[config.mk]
export PLATFORM = sky130hd
export DESIGN_NAME = univ_shift_reg
export DESIGN_NICKNAME = d
export VERILOG_FILES = /design/src/rtl/univ_shift_reg.sv
export SDC_FILE = /design/constraint.sdc
export NUM_CORES = 1
export LEC_CHECK = 0
export CELL_PAD_IN_SITES_DETAIL_PLACEMENT = 0
export CELL_PAD_IN_SITES_GLOBAL_PLACEMENT = 1
export CORE_MARGIN = 3
export CORE_UTILIZATION = 29
export DETAILED_ROUTE_END_ITERATION = 10
export PLACE_DENSITY = 0.86
export SYNTH_ARGS = -nofsm -noshare
export SYNTH_HDL_FRONTEND = slang
export SYNTH_SLANG_ARGS = --single-unit
[constraint.sdc]
create_clock -name clk -period 2 [get_ports clk]
set_input_delay 0.5 -clock clk [delete_from_list [all_inputs] [get_ports clk]]
set_output_delay 0.5 -clock clk [all_outputs]
set_load 0.01 [all_outputs]
[src/rtl/univ_shift_reg.sv]
// Universal shift register: hold, shift, rotate, load and a
// multi-cycle shift-right-by-N command with busy/done handshake.
module univ_shift_reg #(
  parameter int unsigned WIDTH = 8,
  parameter logic [WIDTH-1:0] PRST_VAL = {WIDTH{1'b1}},
  parameter int unsigned CW = $clog2(WIDTH+1)
) (
  input  logic             clk,
  input  logic             clr,
  input  logic             prst,
  input  logic             en,
  input  logic [2:0]       mode,
  input  logic [WIDTH-1:0] d_in,
  input  logic             ser_in_r,
  input  logic             ser_in_l,
  input  logic [CW-1:0]    cnt_in,
  output logic [WIDTH-1:0] q,
  output logic [WIDTH-1:0] q_bar,
  output logic             ser_out_r,
  output logic             ser_out_l,
  output logic             busy,
  output logic             done
);

  typedef enum logic {
    IDLE  = 1'b0,
    SHIFT = 1'b1
  } state_t;

  state_t           state;
  state_t           state_next;
  logic [CW-1:0]    rem;
  logic [CW-1:0]    rem_next;
  logic [WIDTH-1:0] q_next;
  logic             done_next;
  logic [CW-1:0]    n_cnt;

  // Counts above WIDTH would only shift in more ser_in_r bits.
  assign n_cnt = (cnt_in > CW'(WIDTH)) ? CW'(WIDTH) : cnt_in;

  always_ff @(posedge clk) begin
    if (clr) begin
      state <= IDLE;
      q     <= '0;
      rem   <= '0;
      done  <= 1'b0;
    end else if (prst) begin
      state <= IDLE;
      q     <= PRST_VAL;
      rem   <= '0;
      done  <= 1'b0;
    end else begin
      state <= state_next;
      q     <= q_next;
      rem   <= rem_next;
      done  <= done_next;
    end
  end

  always_comb begin
    state_next = state;
    q_next     = q;
    rem_next   = rem;
    done_next  = 1'b0;
    if (state == SHIFT) begin
      q_next   = {ser_in_r, q[WIDTH-1:1]};
      rem_next = rem - CW'(1);
      if (rem == CW'(1)) begin
        state_next = IDLE;
        done_next  = 1'b1;
      end
    end else if (en) begin
      unique case (mode)
        3'b000: q_next = q;
        3'b001: q_next = {ser_in_r, q[WIDTH-1:1]};
        3'b010: q_next = {q[WIDTH-2:0], ser_in_l};
        3'b011: q_next = d_in;
        3'b100: q_next = {q[0], q[WIDTH-1:1]};
        3'b101: q_next = {q[WIDTH-2:0], q[WIDTH-1]};
        3'b110: begin
          if (n_cnt == '0) begin
            done_next = 1'b1;
          end else begin
            rem_next   = n_cnt;
            state_next = SHIFT;
          end
        end
        3'b111: q_next = q;
        default: q_next = q;
      endcase
    end
  end

  assign q_bar     = ~q;
  assign ser_out_r = q[0];
  assign ser_out_l = q[WIDTH-1];
  assign busy      = (state == SHIFT);

endmodule

### After elaboration in Yosys (flattened, before gate mapping)

Index checks and enable logic that the tools add are counted.

* add/subtract/negate cells: 1
* multiply operators: 0
* reductions and logical operators: 8
* $lt $le $gt $ge: 1
* bitwise logic cells: 1
* muxes and demuxes: 19
* shift-type cells: 0
* div/mod/pow operators: 0
* equality and inequality tests: 8

Operators with widths (count)
* 8-bit one-hot mux with 5 select lines: 1
* 8-bit two-way mux: 3
* 4-bit two-way mux: 5
* 1-bit two-way mux: 10
* 3-bit == test, second input constant: 3
* 8-bit inverter: 1
* 7-bit nonzero test: 1
* 3-bit by 2-bit == test with 1-bit output, second input constant: 2
* 4-bit by 1-bit == test with 1-bit output, second input constant: 1
* 4-bit > comparator, second input constant: 1
* 4-bit zero test: 1
* 2-bit nonzero test: 2
* 4-bit by 1-bit subtractor with 4-bit output, second input constant: 1
* 3-bit by 1-bit == test with 1-bit output, second input constant: 1
* 3-bit AND reduction: 1
* 3-bit nonzero test: 1
* 2-bit != test, second input constant: 1
* 2-bit AND reduction: 1
* 2-bit OR reduction: 1

* memories: 0
* ROM bits: 0
* RAM bits: 0
* bits of input ports: 21
* output and inout port bits: 20
* bits in registers: 14
* logic and storage cells: 42
* latch bits: 0

### Depth between registers and ports, before layout

Gate-level depths: netlist (run 1).

* word-level depth: 7
* depth in mapped cells: 6
* mapped depth without buffers: 5

### Worst setup path after synthesis (run 1)

No wires, ideal clock.

* kind: input to register
* start point: input mode[0]
* end point: register q[7]
* stages on the path: 5
* path slack: 0.288 ns
* path buffers: 1
* data arrival time: 1.589 ns
* setup time: 0.123 ns
* required time: 1.877 ns
* cells stage by stage: buf_6 or3_4 a311oi_4 a21o_1 a211oi_1

* word-level cells in the longest chain between the ends: 5
* elaborated cells on any way between the ends: 11
* those cells by class: eq/ne: 5; mux: 4; reduce/logical: 2

RTL lines
* start, declared: RTL line 12 `input logic [2:0] mode,`
* 3-bit == test, or another cell as far along: RTL line 73 `unique case (mode)`
* 8-bit one-hot mux with 5 select lines: RTL line 73
* 8-bit two-way mux: RTL line 72 `end else if (en) begin`
* 8-bit two-way mux: RTL line 65 `if (state == SHIFT) begin`
* 8-bit two-way mux: RTL line 47 `end else if (prst) begin`
* end signal, assigned: RTL line 54 `q <= q_next;`
* end, declared: RTL line 17 `output logic [WIDTH-1:0] q,`

Several ways; a longest one is shown, not always the timed one. The select of a mux whose other input is x is not followed.
A chain may end at the register's enable or synchronous reset.

### Worst setup path in the final report (run 1)

* start point: input mode[2]
* end point: register q[2]

The elaborated chain is that of the path after synthesis.

==> reports/qor.yml, run 1 <==
clock_network:
  cts-root-buf: "clkbuf_4"
  worstSkewPairLatency_ps: 280
  cts_made_buffers: 3
  cts_buffer_depth: 2
  clk_pin_slew_ps: 90
  cts.htree.levels: 1
  tritoncts: "done"
  cts.sinks: 14
  post-cts-setup-buffers: 0
pwr:
  switching_share_pct: 28.38
  totalPowerFinal_uw: 772.9
  p_leak_uw: 0.0005512
  power_density_nw_per_um2: 516.9
  p_sw_uw: 219.3
  p_seq_share_pct: 40.6
  clkPwrFrac_pct: 26.8
  intPower_uw: 553.6
  p_comb_share_pct: 32.6
  irDropWorstVdd_v: 0.0002021
sta:
  rsz0062_at_grt: "false"
  fin_crit_sh_pct: 94.36
  relSlewSlack_pct: 76.41
  fmax_ghz: 0.5299
  fin_crit_ps: 1887
  finalHoldViolations: 0
  hold-worst-slack_ps: 521.1
  slew_viol_final: 0
  setup_viol: 0
  clock_skew_ps: 4.333
  tightest_slew_ps: 353.4
  fin_tns_setup_ps: 0
global_routing:
  grt_first_pass_wirelength_um: 4892
  grt_max_degree: 20
  grt_pass1_vias: 1068
  grtUsageTotal_pct: 14.79
  overflow: 0
  antenna_found_initial: 0
critical_path:
  startpoint_type: "input pin"
  endpoint_kind: "flip-flop"
  cp.depth: 5
  critPathLaunch: "mode[2]"
  crit_type: "input pin to flip-flop"
  worstRegToRegCells: 5
  critical_path.endpoint: "q[2]$_SDFFE_PP0P_"
  crit_fanout: 9
  cp.arrival_ps: 2070
  crit_family: "compound AO/OA/AOI/OAI gates"
  cp.required_ps: 2180
  critPathBufInv: 1
  worst-r2r-setup-slack_ps: 610
  worstReg2RegEnd: "rem[0]$_SDFFE_PP0P_"
  cp_cell_sequence: "clkdlybuf4s50_1 > or3_4 > a32oi_4 > a21oi_1 > a221oi_1"
  timing.rr.start: "busy$_SDFF_PP0_"
  critical_path.max_stage_delay_ps: 430
  cp_slowest_cell: "or3_4"
floorplan:
  die_y_um: 63.19
  core_um2: 3078
  row_count: 20
  io-pin-count: 41
  dieArea_um2: 3992
  die_w_um: 63.19
  start_util_pct: 30.81
yosys:
  yosysTopAreaCellShare_pct: 29.55
  synth_cell_type_count: 38
  synth_edf_count: 0
  synth_fp_nets: 137
  syn_avg_cell_area_um2: 8.319
  yosys-top-cells-count: "dfxtp_1, inv_1, a21oi_1, a31oi_1, nor3b_1"
  syn_area_um2: 948.4
  synth.most_common_cell: "dfxtp_1"
  yosysTopAreaCell: "dfxtp_1"
  synth_area_leaders: "dfxtp_1, a31oi_1, a21oi_1"
  syn_inst: 114
  synth_seq_cells: 14
  synth_top_flop_cell: "dfxtp_1"
  async_flop_share_pct: 0
  ys_warn_count: 0
  seq_area_frac_synth_pct: 29.55
placed_design:
  gp_congestion: 0.9118
  dp_hpwl_um: 2273
  place_area_um2: 1459
  port_buffers: 40
finish:
  final_area_um2: 1495
  antenna_cells: 0
  syn2layout_area_growth_pct: 57.65
  fin_util_pct: 48.58
  final_nets: 187
  drive_gt1_share_pct: 14.11
routing:
  wirelength_um: 2875
  routedWlPerCell_um: 13.89
  first_pass_iters: 4
  drtIter0Drc: 41
  num_vias: 1088
  drc: 0
  vias_per_cell: 5.256
  drtAntennaViolNets: 0
run_status:
  status: "finished clean"
hold_path:
  hp-class: "flip-flop to flip-flop"
job:
  drv_cap: 0
## worst min-delay path: stages (launching register included)
cell and delay [ps]:
dfxtp_1 320, o21ai_0 70, a31oi_1 80
## flip-flops by register name (all words and copies together), names as in the netlist
name and count:
q 8, rem 4, busy 1, done 1
## area by class of cell
| type | instances | area, µm² |
|---|---|---|
| fillers | 308 | 1583 |
| multi-input cells | 78 | 569.3 |
| repair buffers | 54 | 505.5 |
| flip-flops and latches | 14 | 280.3 |
| well taps | 44 | 55.05 |
| inverters | 13 | 48.80 |
| clock buffers | 4 | 36.28 |
## per-stage QoR
step,instances,setup slack (ps)
finish,207,112.7
global route,207,18.04
CTS,207,75.89
detailed placement,203,-222.2
global placement,203,-160.8
floorplan,114,287.7
## cell families after synthesis
group                      count (synthesis)  share of synthesized area, %
adders and majority gates                  2                         2.638
AOI/OAI and AO/OA                         43                         34.43
buffers and inverters                     22                         10.42
and+or+nand+nor                           32                         21.90
muxes                                      1                         1.055
DFF                                       14                         29.55
## how the worst min path moves through the flow
stage                     cells after the start                 from  slack, ps                  end
after detailed placement                      2  rem[2]$_SDFFE_PP0P_        490  rem[2]$_SDFFE_PP0P_
after global placement                        2  rem[2]$_SDFFE_PP0P_        490  rem[2]$_SDFFE_PP0P_
after CTS                                     2  rem[2]$_SDFFE_PP0P_        520  rem[2]$_SDFFE_PP0P_
after floorplan                               2  rem[2]$_SDFFE_PP0P_        480  rem[2]$_SDFFE_PP0P_
after global routing                          2    q[6]$_SDFFE_PP0P_        550    q[6]$_SDFFE_PP0P_
final                                         2  rem[2]$_SDFFE_PP0P_        520  rem[2]$_SDFFE_PP0P_
## cells in the final DEF (no fill, tap or decap), types with 2 or more instances in the layout
cell type,count
clkdlybuf4s50_1,40
dfxtp_1,14
buf_4,14
inv_1,13
a21oi_1,12
a31oi_1,10
nor3b_1,7
a221oi_1,6
nand2_1,4
nand3b_1,3
nand2b_1,3
a21o_1,3
a211oi_1,3
clkbuf_4,3
or4_1,2
nor3_1,2
nor2_1,2
o21ai_0,2
ha_1,2
## power groups by stage
stage / clock, µW / sequential (µW) / combinational (µW)
final: 207 / 314 / 252
after global routing: 225 / 317 / 272
after CTS: 209 / 314 / 253
after detailed placement: 0 / 320 / 251
after global placement: 0 / 319 / 249
after floorplan: 0 / 324 / 101
## layer usage
layer / vias to the layer above / GRT usage (%) / routed length (µm)
met3: 2 / 1.426 / 179
met5: - / 0 / 0
met2: 54 / 24.51 / 1362
li1: 530 / - / -
met1: 502 / 20.09 / 1307
met4: 0 / 4.852 / 27
## timing repair
| item | in CTS | in global routing |
|---|---|---|
| setup endpoints to repair | 0 | 2 |
| resized for setup | 0 | 0 |
| hold buffers | 0 | 0 |
No activity file was read; power rests on OpenSTA's default activity.
==> run 2, diff against run 1 <==
--- a/config.mk
+++ b/config.mk
@@ -10,6 +10,7 @@
 export CORE_MARGIN = 3
 export CORE_UTILIZATION = 29
 export DETAILED_ROUTE_END_ITERATION = 10
+export HOLD_SLACK_MARGIN = 0.08
 export PLACE_DENSITY = 0.86
 export SYNTH_ARGS = -nofsm -noshare
 export SYNTH_HDL_FRONTEND = slang
==> results of run 2 <==
No change in the layout: final DEF, timing and power equal those of run 1.
==> run 3, diff against run 2 <==
--- a/config.mk
+++ b/config.mk
@@ -9,7 +9,9 @@
 export CELL_PAD_IN_SITES_GLOBAL_PLACEMENT = 1
 export CORE_MARGIN = 3
 export CORE_UTILIZATION = 29
+export CTS_CLUSTER_SIZE = 25
 export DETAILED_ROUTE_END_ITERATION = 10
+export GPL_TIMING_DRIVEN = 0
 export HOLD_SLACK_MARGIN = 0.08
 export PLACE_DENSITY = 0.86
 export SYNTH_ARGS = -nofsm -noshare
==> reports/qor.yml, run 3 (synthesis results as in run 1) <==
critical_path:
  worstReg2RegEnd: "rem[2]$_SDFFE_PP0P_"
  crit_type: "flip-flop to primary output"
  cp.required_ps: 1500  # -680 ps
  worstRegToRegCells: 5  # unchanged
  timing.rr.start: "busy$_SDFF_PP0_"
  cp_cell_sequence: "buf_4 > clkdlybuf4s50_1"
  endpoint_kind: "primary output"
  cp.arrival_ps: 1320  # -750 ps
  startpoint_type: "flip-flop"
  worst-r2r-setup-slack_ps: 420  # -190 ps
  cp_slowest_cell: "clkdlybuf4s50_1"
  critical_path.max_stage_delay_ps: 520  # +90 ps
  crit_fanout: 4  # -5
clock_network:
  cts.sinks: 14  # unchanged
  tritoncts: "done"
  hold_buffers: 0  # unchanged
  cts_buffer_depth: 2  # unchanged
  clk_pin_slew_ps: 90  # about the same
  cts-root-buf: "clkbuf_4"
  worstSkewPairLatency_ps: 280  # about the same
  cts_made_buffers: 3  # unchanged
  cts.htree.levels: 1  # unchanged
run_status:
  status: "finished clean"
finish:
  syn2layout_area_growth_pct: 53.17
  fin_util_pct: 47.20  # -1.4 points
  largest_register_ffs: 8  # unchanged
  reg_top3: "q: 8 flops, rem: 4 flops"
  max_flop_register: "q"
  antenna_cells: 0  # unchanged
  multi_input_area_um2: 589.3  # +3.5%
  final_common_cell: "clkdlybuf4s50_1"
  drive_gt1_share_pct: 10.13  # -4.0 points
  fill_cells: 315  # +2.3%
  final_nets: 182  # -2.7%
  ff_latch_area_um2: 280.3  # unchanged
  final_cell_mix: "clkdlybuf4s50_1, dfxtp_1, inv_1"
sta:
  rsz0062_at_grt: "false"
  fin_tns_setup_ps: 0  # unchanged
  finalHoldViolations: 0  # unchanged
  hold-worst-slack_ps: 535.0  # +13.90 ps
  tightest_slew_ps: 475.3  # +121.9 ps
  fmax_ghz: 0.5489  # +3.6%
  relSlewSlack_pct: 68.31  # -8.1 points
  clock_skew_ps: 1.255  # -3.078 ps
  setup_viol: 0  # unchanged
  fin_crit_ps: 1822  # -65.61 ps
  slew_viol_final: 0  # unchanged
  fin_crit_sh_pct: 91.08  # -3.3 points
routing:
  drtIter0Drc: 12  # -71%
  drtAntennaViolNets: 0  # unchanged
  drc: 0  # unchanged
  wirelength_um: 2891  # +0.56%
  routedWlPerCell_um: 14.31  # +3.0%
  vias_per_cell: 5.248  # -0.16%
  num_vias: 1060  # -2.6%
  first_pass_iters: 4  # unchanged
placed_design:
  dp_hpwl_um: 2141  # -5.8%
  port_buffers: 38  # -5.0%
  gp_congestion: 0.8827  # -3.2%
global_routing:
  grt_max_degree: 12  # -40%
  grtUsageTotal_pct: 14.60  # -0.19 points
  grt_pass1_vias: 1042  # -2.4%
  antenna_found_initial: 0  # unchanged
  overflow: 0  # unchanged
  grt_first_pass_wirelength_um: 4754  # -2.8%
pwr:
  irDropWorstVdd_v: 0.0001899  # -6.1%
  totalPowerFinal_uw: 761.3  # -1.5%
  power_density_nw_per_um2: 524.1  # +1.4%
  p_leak_uw: 0.0005298  # -3.9%
floorplan:
  start_util_pct: 30.81  # unchanged
  core_um2: 3078  # unchanged
  dieArea_um2: 3992  # unchanged
  die_y_um: 63.19  # unchanged
  row_count: 20  # unchanged
  die_w_um: 63.19  # unchanged
  io-pin-count: 41  # unchanged
hold_path:
  hold_depth: 2  # unchanged
  hp-class: "flip-flop to flip-flop"
  min_from: "q[1]$_SDFFE_PP0P_"
  hold_end: "q[0]$_SDFFE_PP0P_"
job:
  drv_cap: 0  # unchanged
-- run 3: cell count changes in the layout (fill, tap and decap cells not counted) --
cell / change
clkdlybuf4s50_1: -4
buf_4: -11
o21ai_2: +1
dlymetal6s2s_1: +2
buf_2: +1
buf_1: +2
clkbuf_1: +3
o21ai_1: -1
a32oi_2: +1
buf_6: +1
-- run 3: worst max path at each step --
stage,start,endpoint,slack [ps],depth (start not counted)
after floorplan,mode[0],q[7]$_SDFFE_PP0P_,290,5
after global placement,mode[2],q[7]$_SDFFE_PP0P_,-320,5
after detailed placement,mode[2],q[7]$_SDFFE_PP0P_,-340,5
after CTS,mode[2],q[4]$_SDFFE_PP0P_,20,5
after global routing,q[0]$_SDFFE_PP0P_,q[0],110,2
final,q[0]$_SDFFE_PP0P_,q[0],180,2
-- run 3: final cells by class --
| type | count | share of cell area [%] |
|---|---|---|
| Inverter | 13 | 3.359 |
| Clock buffer | 4 | 2.498 |
| Multi-Input combinational cell | 79 | 40.57 |
| Buffer | 9 | 3.445 |
| Sequential cell | 14 | 19.29 |
| Timing Repair Buffer | 39 | 27.05 |
| Tap cell | 44 | 3.790 |
-- run 3: critical path: cells and delay by family, from the launching register on --
family	cells	cell delay [ps]
buffers and inverters	2	650
flip-flops	1	390
-- run 3: what timing repair did --
item,in CTS,in global routing
resized for setup,0,3
pin swaps,2,2
buffers inserted,0,1
gates cloned,1,0
endpoints found under the setup margin,4,8
-- run 3: report_power, final --
part           internal [µW]  leakage [µW]  total, µW  switching, µW
logic                    137      0.000393        244            107
registers                296      0.000116        313           17.0
clock network            111     0.0000210        205           94.1
total                    543      0.000530        761            218
-- run 3: routing by layer --
metal / vias to the layer above / track usage (%) / part of all wire [%]
met5: - / 0 / 0
met4: 0 / 5.391 / 1.7
li1: 522 / - / -
met3: 6 / 4.100 / 8.7
met2: 45 / 22.40 / 46
met1: 487 / 19.41 / 44
-- run 3: per-stage QoR --
stage,setup WS (ps),std cells,instance area [µm²]
floorplan,287.7,114,948.4
CTS,21.73,201,1436
global route,110.2,202,1453
detailed placement,-339.7,196,1384
finish,178.3,202,1453
global placement,-315.7,196,1384
